File: src/rtl/pid_sched_pkg.sv
// pid_sched_pkg: shared types, widths and saturation helpers for the pid_sched
// scheduler. The saturation helpers clamp to the default error/integrator widths.
package pid_sched_pkg;

  typedef enum logic [1:0] {
    IDLE  = 2'd0,
    FETCH = 2'd1,
    EXEC  = 2'd2,
    DONE  = 2'd3
  } state_t;

  localparam int KP_W   = 3;
  localparam int KI_W   = 4;
  localparam int KD_W   = 3;
  localparam int PID_EW = 9;
  localparam int PID_IW = 14;

  // Clamp a wide signed value into the signed integrator range.
  function automatic logic signed [31:0] sat_IW(input logic signed [31:0] x);
    logic signed [31:0] hi;
    logic signed [31:0] lo;
    hi = (32'sd1 <<< (PID_IW - 1)) - 32'sd1;
    lo = -(32'sd1 <<< (PID_IW - 1));
    if (x > hi)      return hi;
    else if (x < lo) return lo;
    else             return x;
  endfunction

  // Clamp a wide signed value into the signed error range.
  function automatic logic signed [31:0] sat_EW(input logic signed [31:0] x);
    logic signed [31:0] hi;
    logic signed [31:0] lo;
    hi = (32'sd1 <<< (PID_EW - 1)) - 32'sd1;
    lo = -(32'sd1 <<< (PID_EW - 1));
    if (x > hi)      return hi;
    else if (x < lo) return lo;
    else             return x;
  endfunction

endpackage

File: src/rtl/pid_sched_engine.sv
// pid_engine: combinational PID step from registered operands to the new
// integrator value and the clipped output code. The derivative term exists
// only when PID_SCHED_DERIV_EN is defined.
module pid_engine
  import pid_sched_pkg::*;
#(
  parameter int EW = PID_EW,
  parameter int IW = PID_IW,
  parameter int UW = PID_IW - 3
) (
`ifdef PID_SCHED_DERIV_EN
  input  logic signed [EW-1:0]   e1,
  input  logic signed [KD_W-1:0] kd,
`endif
  input  logic signed [EW-1:0]   e,
  input  logic signed [KP_W-1:0] kp,
  input  logic signed [KI_W-1:0] ki,
  input  logic signed [IW-1:0]   ui1,
  output logic signed [IW-1:0]   ui,
  output logic        [UW-1:0]   u
);

  logic signed [31:0]   up;
  logic signed [31:0]   wi;
  logic signed [31:0]   ud;
  logic signed [IW-1:0] ui_w;
  logic signed [IW-1:0] s;

  // Products and sums are carried at 32 bits, wider than any intermediate,
  // so nothing truncates before the final saturation.
  always_comb begin
    up   = 32'(kp) * 32'(e);
    wi   = 32'(ki) * 32'(e);
    ui_w = IW'(sat_IW(32'(ui1) + wi));
`ifdef PID_SCHED_DERIV_EN
    ud   = 32'(kd) * sat_EW(32'(e) - 32'(e1));
`else
    ud   = '0;
`endif
    s    = IW'(sat_IW(up + 32'(ui_w) + ud));
    ui   = ui_w;
    u    = s[IW-1] ? '0 : UW'(s >>> 3);
  end

endmodule

File: src/rtl/pid_sched.sv
// pid_sched: round-robin scheduler stepping N_CH PID loops through one shared
// engine, two cycles per enabled channel. Define PID_SCHED_DERIV_EN to build
// the derivative path and per-channel previous-error storage.
module pid_sched
  import pid_sched_pkg::*;
#(
  parameter int N_CH = 4,
  parameter int EW   = PID_EW,
  parameter int IW   = PID_IW,
  parameter int UW   = PID_IW - 3
) (
  input  logic                 clk,
  input  logic                 rst_n,
  input  logic                 sample_i,
  input  logic [N_CH*EW-1:0]   e_i,
  input  logic [KP_W*N_CH-1:0] kp_i,
  input  logic [KI_W*N_CH-1:0] ki_i,
  input  logic [KD_W*N_CH-1:0] kd_i,
  input  logic [N_CH-1:0]      ch_en_i,
  input  logic                 int_clr_i,
  output logic [N_CH*UW-1:0]   u_o,
  output logic                 busy_o,
  output logic                 done_o,
  output logic                 overrun_o
);

  localparam int CW = (N_CH > 1) ? $clog2(N_CH) : 1;

  state_t               state, state_nx;
  logic [N_CH-1:0]      mask_q;
  logic [CW-1:0]        ptr;
  logic [CW-1:0]        nxt_ch, first_ch;
  logic                 nxt_vld;
  logic                 clr_pend, clr_now;
  logic signed [IW-1:0] ui1_q [N_CH];
  logic [UW-1:0]        u_q [N_CH];

  logic signed [EW-1:0]   op_e_p0;
  logic signed [KP_W-1:0] op_kp_p0;
  logic signed [KI_W-1:0] op_ki_p0;
  logic signed [IW-1:0]   op_ui1_p0;
  logic signed [IW-1:0]   eng_ui;
  logic [UW-1:0]          eng_u;

`ifdef PID_SCHED_DERIV_EN
  logic signed [EW-1:0]   e1_q [N_CH];
  logic signed [EW-1:0]   op_e1_p0;
  logic signed [KD_W-1:0] op_kd_p0;
`else
  logic unused_kd;
  assign unused_kd = ^kd_i;
`endif

  // Lowest enabled channel above the pointer, and lowest channel of the new mask.
  always_comb begin
    nxt_vld  = 1'b0;
    nxt_ch   = '0;
    first_ch = '0;
    for (int k = N_CH - 1; k >= 0; k--) begin
      if (mask_q[k] && (k > int'(ptr))) begin
        nxt_vld = 1'b1;
        nxt_ch  = CW'(k);
      end
      if (ch_en_i[k]) first_ch = CW'(k);
    end
  end

  // Integrator clear happens immediately when idle, otherwise at round end.
  assign clr_now = ((state == IDLE) && int_clr_i) ||
                   ((state == DONE) && (clr_pend || int_clr_i));

  // FSM state register.
  always_ff @(posedge clk or negedge rst_n) begin
    if (!rst_n) state <= IDLE;
    else        state <= state_nx;
  end

  // FSM next-state logic.
  always_comb begin
    state_nx = state;
    case (state)
      IDLE:    if (sample_i) state_nx = (|ch_en_i) ? FETCH : DONE;
      FETCH:   state_nx = EXEC;
      EXEC:    state_nx = nxt_vld ? FETCH : DONE;
      DONE:    state_nx = IDLE;
      default: state_nx = IDLE;
    endcase
  end

  // FSM outputs.
  always_comb begin
    busy_o = (state != IDLE);
    done_o = (state == DONE);
  end

  // Round control: latched mask, channel pointer, deferred clear, overrun flag.
  always_ff @(posedge clk or negedge rst_n) begin
    if (!rst_n) begin
      mask_q    <= '0;
      ptr       <= '0;
      clr_pend  <= 1'b0;
      overrun_o <= 1'b0;
    end else begin
      if ((state == IDLE) && sample_i) begin
        mask_q <= ch_en_i;
        ptr    <= first_ch;
      end else if (state == EXEC) begin
        ptr <= nxt_ch;
      end
      if (state == DONE)                                      clr_pend <= 1'b0;
      else if (int_clr_i && ((state == FETCH) || (state == EXEC))) clr_pend <= 1'b1;
      if (sample_i && (state != IDLE)) overrun_o <= 1'b1;
      else if (clr_now)                overrun_o <= 1'b0;
    end
  end

  // ---- stage p0: operand fetch for the channel under the pointer ----
  // Operand registers carry data only and are always reloaded before use.
  always_ff @(posedge clk) begin
    if (state == FETCH) begin
      op_e_p0   <= e_i[ptr*EW +: EW];
      op_kp_p0  <= kp_i[ptr*KP_W +: KP_W];
      op_ki_p0  <= ki_i[ptr*KI_W +: KI_W];
      op_ui1_p0 <= ui1_q[ptr];
`ifdef PID_SCHED_DERIV_EN
      op_e1_p0  <= e1_q[ptr];
      op_kd_p0  <= kd_i[ptr*KD_W +: KD_W];
`endif
    end
  end

  // ---- execute: shared engine evaluates the fetched operands ----
  pid_engine #(.EW(EW), .IW(IW), .UW(UW)) u_engine (
`ifdef PID_SCHED_DERIV_EN
    .e1  (op_e1_p0),
    .kd  (op_kd_p0),
`endif
    .e   (op_e_p0),
    .kp  (op_kp_p0),
    .ki  (op_ki_p0),
    .ui1 (op_ui1_p0),
    .ui  (eng_ui),
    .u   (eng_u)
  );

  // Per-channel loop state: written back at EXEC, zeroed on a clear.
  always_ff @(posedge clk or negedge rst_n) begin
    if (!rst_n) begin
      for (int k = 0; k < N_CH; k++) begin
        ui1_q[k] <= '0;
`ifdef PID_SCHED_DERIV_EN
        e1_q[k]  <= '0;
`endif
      end
    end else if (clr_now) begin
      for (int k = 0; k < N_CH; k++) begin
        ui1_q[k] <= '0;
`ifdef PID_SCHED_DERIV_EN
        e1_q[k]  <= '0;
`endif
      end
    end else if (state == EXEC) begin
      ui1_q[ptr] <= eng_ui;
`ifdef PID_SCHED_DERIV_EN
      e1_q[ptr]  <= op_e_p0;
`endif
    end
  end

  // Output registers hold their value until the channel is executed again.
  always_ff @(posedge clk or negedge rst_n) begin
    if (!rst_n) begin
      for (int k = 0; k < N_CH; k++) u_q[k] <= '0;
    end else if (state == EXEC) begin
      u_q[ptr] <= eng_u;
    end
  end

  for (genvar g = 0; g < N_CH; g++) begin : g_uo
    assign u_o[g*UW +: UW] = u_q[g];
  end

endmodule
File: config.mk
export PLATFORM = sky130hd
export DESIGN_NAME = pid_sched
export DESIGN_NICKNAME = d
export VERILOG_FILES = /design/src/rtl/pid_sched_pkg.sv /design/src/rtl/pid_sched_engine.sv /design/src/rtl/pid_sched.sv
export SDC_FILE = /design/constraint.sdc
export NUM_CORES = 1
export LEC_CHECK = 0
export ABC_AREA = 1
export ABC_CLOCK_PERIOD_IN_PS = 15000
export BUFFER_PORTS_ARGS = -buffer_cell sky130_fd_sc_hd__buf_2
export CORE_UTILIZATION = 64
export DETAILED_ROUTE_END_ITERATION = 12
export GPL_TIMING_DRIVEN = 0
export HOLD_SLACK_MARGIN = 0.1
export PLACE_DENSITY_LB_ADDON = 0.15
export RECOVER_POWER = 50
export SKIP_CTS_REPAIR_TIMING = 1
export SYNTH_ARGS = -nofsm -noshare
export SYNTH_HDL_FRONTEND = slang
export SYNTH_HIERARCHICAL = 1
export SYNTH_SLANG_ARGS = --single-unit
File: constraint.sdc
create_clock -name clk -period 15 [get_ports clk]
set_clock_uncertainty 0.2 [all_clocks]
set_input_delay 1.5 -clock clk [delete_from_list [all_inputs] [get_ports clk]]
set_output_delay 1.5 -clock clk [all_outputs]
set_load 0.03 [all_outputs]
==> results of run 1 <==
-- worst paths after layout --
kind | from | end
setup / recovery | op_ki_p0[0] | u_o[5]
setup reg to reg | op_ki_p0[0] | u_o[5]
hold / removal | u_o[4] | u_o[4]
min in group asynchronous | rst_n | u_o[27]
hold reg to reg | u_o[4] | u_o[4]
max in group asynchronous | rst_n | state[0]
-- area by class of cell --
class | instances | share of cell area (%)
Multi-Input combinational cell | 856 | 47.0
Tap cell | 188 | 2.08
Inverter | 194 | 6.43
Sequential cell | 139 | 32.0
Clock inverter | 14 | 1.34
Timing Repair Buffer | 119 | 5.20
Clock buffer | 18 | 3.98
Buffer | 45 | 1.97
-- sequential cells by signal, summed over array words and instances, names as in the netlist, 2 cells and up --
register	flops
ui1_q	56
u_o	44
op_ui1_p0	14
op_e_p0	9
op_ki_p0	4
mask_q	3
op_kp_p0	3
ptr	2
state	2
-- cell families after synthesis --
group / share of synthesized area (%)
mux: 0.114
compound gates: 10.4
flops: 36.6
fa+ha+maj: 19.1
buf+inv: 9.59
xor+xnor: 1.68
other cells: 0.0378
simple gates: 22.5
-- through the flow --
stage                     setup WS, ps  utilization, %  std cells  hold WS, ps  cell area (um^2)
after floorplan                   8810               -       1234          253              9910
after global placement            7980            70.9       1540          263             10700
after detailed placement          7940            71.1       1541          269             10800
after CTS                         7900            75.1       1573          285             11400
after global routing              7300            74.8       1573          300             11300
final                             7850            74.8       1573          284             11300
-- synthesized netlist by cell type, types with 2 or more instances --
cell and count:
nand2_1 405, inv_1 186, dfrtp_1 109, a21oi_1 79
ha_1 63, fa_1 55, nand3_1 51, nor2_1 36
o21ai_1 33, edfxtp_1 30, a22oi_1 29, o21ai_0 25
clkbuf_1 24, buf_2 13, a21oi_2 11, nand2_2 11
xnor2_1 10, xor2_1 9, or2_2 8, inv_2 7
nand4_1 7, nor2_2 5, buf_6 4, nand3_2 4
o21bai_1 4, nand2_4 3, nor2_4 3, buf_1 2
buf_4 2
-- cell usage in the layout, fill, tap and decap left out, drive strengths merged --
| cell | n |
|---|---|
| xnor2 | 10 |
| or2 | 9 |
| dfrtp | 109 |
| nor3 | 1 |
| mux2 | 1 |
| xor2 | 9 |
| nand3b | 1 |
| edfxtp | 30 |
| a21oi | 90 |
| ha | 63 |
| o21ai | 58 |
| fa | 55 |
| inv | 202 |
| clkbuf | 47 |
| buf | 135 |
| nand3 | 55 |
| o21bai | 4 |
| nand2 | 419 |
| nand4 | 7 |
| nor2 | 44 |
| clkinvlp | 1 |
| conb | 1 |
| a22oi | 29 |
| clkinv | 4 |
| bufinv | 1 |
-- worst max-delay path: cells and delay by family, from the launching register on --
kind,cells,cell delay [ps]
compound gates,1,140
fa+ha+maj,8,3210
buf+inv,10,1240
flops,1,330
simple gates,18,1870
-- routing by layer --
layer / global-route usage (%) / wire length [um]
met1: 43.6 / 10200
met2: 54.3 / 12000
met3: 5.53 / 1750
met4: 12.2 / 665
met5: 0 / 0
==> flow_summary.ini, run 1 <==
[critical_path]
r2r_slack_ps = 7850
criticalPathCategory = register to register
critPathLaunchType = register
max_stage_delay_ps = 550
crit_path_frequent_cell = nand2_1
critPathArrivalTime_ps = 7240
critPathMaxFanout = 10
worstSetupEndpointType = register
r2r_cells = 37
cp_slowest_cell = fa_1
required_ps = 15090

[drt]
routed_via_density = 5.54
num_vias = 8722
wire_per_inst_um = 15.6
drc_errors = 0
firstDrtPassIters = 7
ant_nets = 0
drt_first_iter_violations = 754
wirelength_mm = 24.6

[layout]
fin_nets = 1574
multiInputGateArea_um2 = 5320
fillCellCount = 1155
drive_gt1_share_pct = 15.5
final-seq-area_um2 = 3630
area_growth_pct = 14.3
antennaDiodeCount = 0

[outcome]
violations = max-capacitance violations, max-slew violations
status = complete, but fails checks

[min_path]
min_path_cells = 2
holdCritPathClass = register to register

[logic_synthesis]
syn_area_um2 = 9910
synth-seq-area-share_pct = 36.6
synthesis.nets = 1436
synth.distinct_cells = 35
ys.warnings.count = 6
synth_area_leaders = dfrtp_1, nand2_1, fa_1
syn-mean-instance-area_um2 = 8.03
synthCells = 1234
ys.flop_type = dfrtp_1
synthDominantCellAreaShare_pct = 27.5
ys_ff_latch = 139
synth_edf_count = 30
synthArstFlopShare_pct = 78.4
post-synth-top-area-cell = dfrtp_1

[floorplan]
num_io_pins = 131
die_w_um = 126
dieArea_um2 = 16000
start_util_pct = 65.4
placementRows = 45
core_um2 = 15100
die_y_um = 126

[cts]
cts_tree = yes
clockBufferDepth = 2
ctsHtreeMaxLevel = 4
cts_made_buffers = 17
worstSkewPairLatency_ps = 420
cts.sinks = 139
clk_pin_slew_ps = 70
cts_root_buf = clkbuf_16

[grt]
grt_max_degree = 59
grt_pass1_vias = 8537
track_usage_pct = 32.7
antenna_found_initial = 0
grt_pass1_wl_mm = 40.9
gr-total-overflow = 0

[placed_design]
hpwl_mm = 18.6
port_buffers = 118
place_congestion = 0.900

[sta]
setup_tns_ps = 0
worst_pin_slew_ps = 3020
period_needed_ps = 7150
fmax_ghz = 0.140
slew_headroom_pct = -101
slew_violations = 112
setup_violations = 0
rsz0062_at_grt = no
hold_viol = 0
period_share_pct = 47.6

[run]
max_cap_viol_count = 2
Power of run 1 is not shown: default switching activity piles up to over one toggle a cycle in this logic, so the estimate is an artifact.
==> run 2: changes to the inputs <==
- ABC_CLOCK_PERIOD_IN_PS: 15000 -> 6270
- CORE_UTILIZATION: 64 -> 54
- clock period: 15 -> 6.27 ns (I/O delays scaled with it)
==> run 2 against run 1 <==
Against the previous run: the run still ends with max-capacitance violations, max-slew violations left; register-to-register slack got worse by 7700 ps; hold slack got worse by 24 ps; utilization fell by 5.0 points; setup slack got worse by 7700 ps; cell count rose by 6.0%; sequential share of layout area fell by 3.1 points; via count rose by 2.9%; clock-buffer cell count rose by 3; routed wire length rose by 12%; global-route usage fell by 5.0 points; cell area rose by 11%; critical path type unchanged; critical endpoint is now u_o[6].
==> flow_summary.ini, run 2 (same netlist as run 1, synthesis figures left out) <==
[placed_design]
pre_cts_slack_ps = -882
place_inst = 1582
hpwl_mm = 19.4
dpl-instance-area_um2 = 10800
port_buffers = 118
place_congestion = 0.869

[drt]
drt_first_iter_violations = 598
drc_errors = 0
firstDrtPassIters = 5
ant_nets = 0
num_vias = 8979
wirelength_mm = 27.5
wire_per_inst_um = 16.5
routed_via_density = 5.38

[layout]
instances_no_fill = 1668
area_growth_pct = 26.5
antennaDiodeCount = 0
final_common_cell = nand2_1
largest_register_ffs = 56
top_register = ui1_q
layout_common_cells = nand2_1, inv_1, dfrtp_1, buf_2, a21oi_1
drive_gt1_share_pct = 26.3
final_area_um2 = 12500
fin_nets = 1628

[floorplan]
dieArea_um2 = 18900
placementRows = 49
die_y_um = 137
core_um2 = 18000
num_io_pins = 131
die_w_um = 137
start_util_pct = 55.2

[cts]
cts_tree = yes
cts_made_buffers = 17
ctsHtreeMaxLevel = 4
cts_root_buf = clkbuf_16
clk_pin_slew_ps = 60
cts.sinks = 139
clockBufferDepth = 2
worstSkewPairLatency_ps = 420

[grt]
grt_max_degree = 56
antenna_found_initial = 0
grt_pass1_wl_mm = 40.2
track_usage_pct = 27.8
gr-total-overflow = 0
grt_pass1_vias = 8376

[sta]
hold_viol = 0
rsz0062_at_grt = yes
slew_headroom_pct = -95.6
period_share_pct = 98.3
setup_tns_ps = 0
period_needed_ps = 6170
fmax_ghz = 0.162
worst_pin_slew_ps = 2930
setup_ws_ps = 104
slew_violations = 112
setup_violations = 0

[critical_path]
required_ps = 6350
crit_path_frequent_cell = nand2_1
crit_buf_inv = 8
critPathTopFamily = adder cells
criticalPathCategory = register to register
worstSetupEndpointType = register
max_stage_delay_ps = 540
critPathArrivalTime_ps = 6250
critPathLaunchType = register
critPathMaxFanout = 6
cp_slowest_cell = fa_1

[run]
max_cap_viol_count = 2

[min_path]
holdCritPathClass = input pin to register

[outcome]
violations = max-capacitance violations, max-slew violations
status = complete, but fails checks
-- run 2: layer usage --
layer / part of all wire, % / wire length (um) / vias to the layer above / GRT usage [%]
met5: 0 / 0 / - / 0
met4: 3.1 / 846 / 0 / 8.85
met3: 5.8 / 1590 / 65 / 4.60
met2: 50 / 13600 / 327 / 45.6
met1: 42 / 11400 / 4318 / 37.5
li1: - / - / 4269 / -
-- run 2: final cells by class --
type	instances	area (um^2)
inverter	194	746
clock buffer	21	470
buffer	42	224
multi-input combinational	857	6100
clock inverter	11	86.3
fill	1415	5430
tap	229	287
sequential	139	3630
timing repair buffer	175	998
-- run 2: per-stage QoR --
stage / utilization [%] / hold WS (ps)
finish: 69.8 / 260
global route: 69.8 / 287
CTS: 63.3 / 93.2
detailed placement: 60.2 / 270
global placement: 60.1 / 268
floorplan: - / 131
-- run 2: worst paths after layout --
path                        startpoint        end  slack [ps]  cells past startpoint
max                        op_ki_p0[1]     u_o[6]         100                     34
min reg2reg                    u_o[15]    u_o[15]         290                      2
max in group asynchronous        rst_n  ui1_q[50]        1140                      2
min in group asynchronous        rst_n    u_o[28]         950                      1
min                           sample_i  overrun_o         260                      3
max reg2reg                op_ki_p0[1]     u_o[6]         100                     34
-- run 2: worst reg2reg max path, delay by kind of cell, from the launching register on --
kind,cells,cell delay (ps)
flops,1,430
compound gates,2,110
buf+inv,8,660
fa+ha+maj,7,2780
simple gates,17,1850
Power of run 2 is left out for the same reason.
==> run 3: changes to the inputs <==
- ABC_AREA: 1 -> 0
- CORE_UTILIZATION: 54 -> 53
==> run 3 against run 2 <==
Against the previous run: the flow finishes with violations (max-capacitance violations, max-slew violations, negative setup slack); setup slack got worse by 1300 ps; synthesized area decreased by 2.0%; cell area decreased by 4.9%; cell count decreased by 16%; first-iteration DRC count decreased by 35%; highest routed layer unchanged; largest cell class unchanged; critical path depth decreased by 7; synthesized cell count decreased by 21%; global-route usage decreased by 1.3 points; clock-buffer cell count decreased by 4; sequential share of layout area increased by 1.5 points; register-to-register slack got worse by 1300 ps.
==> flow_summary.ini, run 3 <==
[outcome]
violations = max-capacitance violations, max-slew violations, negative setup slack
status = complete, but fails checks

[cts]
clockBufferDepth = 2
ctsHtreeMaxLevel = 4
cts_made_buffers = 17
clk_pin_slew_ps = 70
cts_root_buf = clkbuf_16
worstSkewPairLatency_ps = 420
cts_tree = yes
cts.sinks = 139

[critical_path]
required_ps = 6430
worstSetupEndpointType = register
critPathArrivalTime_ps = 7650
criticalPathCategory = register to register
critPathLaunchType = register
startpoint = op_e_p0[3]
critPathMaxFanout = 10
r2r-start = op_e_p0[3]

[floorplan]
start_util_pct = 54.1
die_w_um = 137
dieArea_um2 = 18900
die_y_um = 137
placementRows = 49
core_um2 = 18000
num_io_pins = 131

[layout]
antennaDiodeCount = 0
final_common_cell = nand2_1
area_growth_pct = 22.7
layout_common_cells = nand2_1, dfrtp_1, inv_1, buf_2, a21oi_1
fin_nets = 1355
largest_register_ffs = 56
top_register = ui1_q
instances_no_fill = 1395
drive_gt1_share_pct = 25.4

[logic_synthesis]
syn_area_um2 = 9710
synth_area_leaders = dfrtp_1, fa_1, nand2_1
ys_ff_latch = 139
synthArstFlopShare_pct = 78.4
synth.most_common_cell = nand2_1
netlist_top_cells_count = nand2_1, dfrtp_1, inv_1
synth_edf_count = 30
synthCells = 978
synthDominantCellAreaShare_pct = 28.1
ys.flop_type = dfrtp_1
synth.distinct_cells = 56
syn-mean-instance-area_um2 = 9.93
synthesis.nets = 1180
ys.warnings.count = 6
synth-seq-area-share_pct = 37.4
post-synth-top-area-cell = dfrtp_1

[grt]
grt_max_degree = 59
antenna_found_initial = 0
gr-total-overflow = 0
track_usage_pct = 26.5
grt_pass1_wl_mm = 37.4
grt_pass1_vias = 7298

[placed_design]
port_buffers = 118
place_congestion = 0.827
place_inst = 1326
hpwl_mm = 17.9

[sta]
slew_headroom_pct = -87.5
setup_ws_ps = -1220
fmax_ghz = 0.134
period_needed_ps = 7490
timing.hold.ws_ps = 218
setup_violations = 40
hold_viol = 0
period_share_pct = 119
rsz0062_at_grt = yes
worst_pin_slew_ps = 2810
setup_tns_ps = -46700
slew_violations = 53

[drt]
wire_per_inst_um = 17.7
drt_first_iter_violations = 390
num_vias = 7498
routed_via_density = 5.37
ant_nets = 0
drc_errors = 0
firstDrtPassIters = 5
wirelength_mm = 24.6

[min_path]
hp-start = ch_en_i[0]
holdCritPathClass = input pin to register

[run]
max_cap_viol_count = 1
run 3: cell types whose count changed in the layout (fill, tap and decap cells not counted), moves of 22 or more:
cell	before	now
nand3_1	46	3
nand2_1	377	257
and2_1	0	22
mux4_2	0	30
a22oi_1	29	0
o21ai_1	31	2
inv_1	156	97
inv_2	30	6
run 3: path summary, 6_finish.rpt:
path / cells after the start / slack (ps) / end
min reg2reg: 2 / 280 / u_o[10]
min: 2 / 220 / ptr[0]
min in group asynchronous: 2 / 1450 / u_o[38]
max in group asynchronous: 3 / 1850 / ui1_q[8]
max: 27 / -1220 / u_o[30]
max reg2reg: 27 / -1220 / u_o[30]
run 3: final cells by class:
type / count / area [um^2]
Timing Repair Buffer: 156 / 835
Clock buffer: 17 / 425
Sequential cell: 139 / 3630
Multi-Input combinational cell: 692 / 5890
Tap cell: 229 / 287
Buffer: 44 / 303
Clock inverter: 15 / 169
Inverter: 103 / 387
Fill cell: 1414 / 6040
run 3: worst max-delay path: stages, from the launching register on:
cell	delay, ps
edfxtp_1	480
and2_4	210
fa_1	540
inv_2	40
fa_1	480
fa_1	550
inv_2	50
fa_2	350
a21o_1	220
a221oi_4	330
o21ai_4	140
a2111oi_4	370
xnor2_1	180
a31o_4	220
buf_6	160
a21oi_2	70
fa_1	550
inv_1	40
ha_1	320
ha_4	260
a21o_1	230
a2111oi_4	390
o41ai_2	150
xor2_2	370
buf_4	190
o21a_4	170
nand2_1	70
nand2_1	80
run 3: routing by layer:
layer	up-vias	GRT usage, %	routed length (um)
met5	-	0	0
met4	0	8.36	397
met3	27	4.89	1070
met2	196	42.6	12200
met1	3723	36.4	11000
li1	3552	-	-
run 3: cells by family after synthesis:
logic type	synth area share, %
compound gates	10.1
flops	37.4
simple gates	15.4
mux	7.30
xor+xnor	2.98
fa+ha+maj	19.7
buf+inv	7.21
other cells	0.0386
run 3: through the flow:
| step | cell area, um^2 | util, % | setup slack, ps |
|---|---|---|---|
| floorplan | 9910 | - | -649 |
| CTS | 11400 | 63.5 | -1620 |
| global route | 11900 | 66.4 | -1540 |
| global placement | 10800 | 60.0 | -1520 |
| finish | 11900 | 66.4 | -1220 |
| detailed placement | 10800 | 60.2 | -1560 |
Power of run 3 is left out for the same reason.
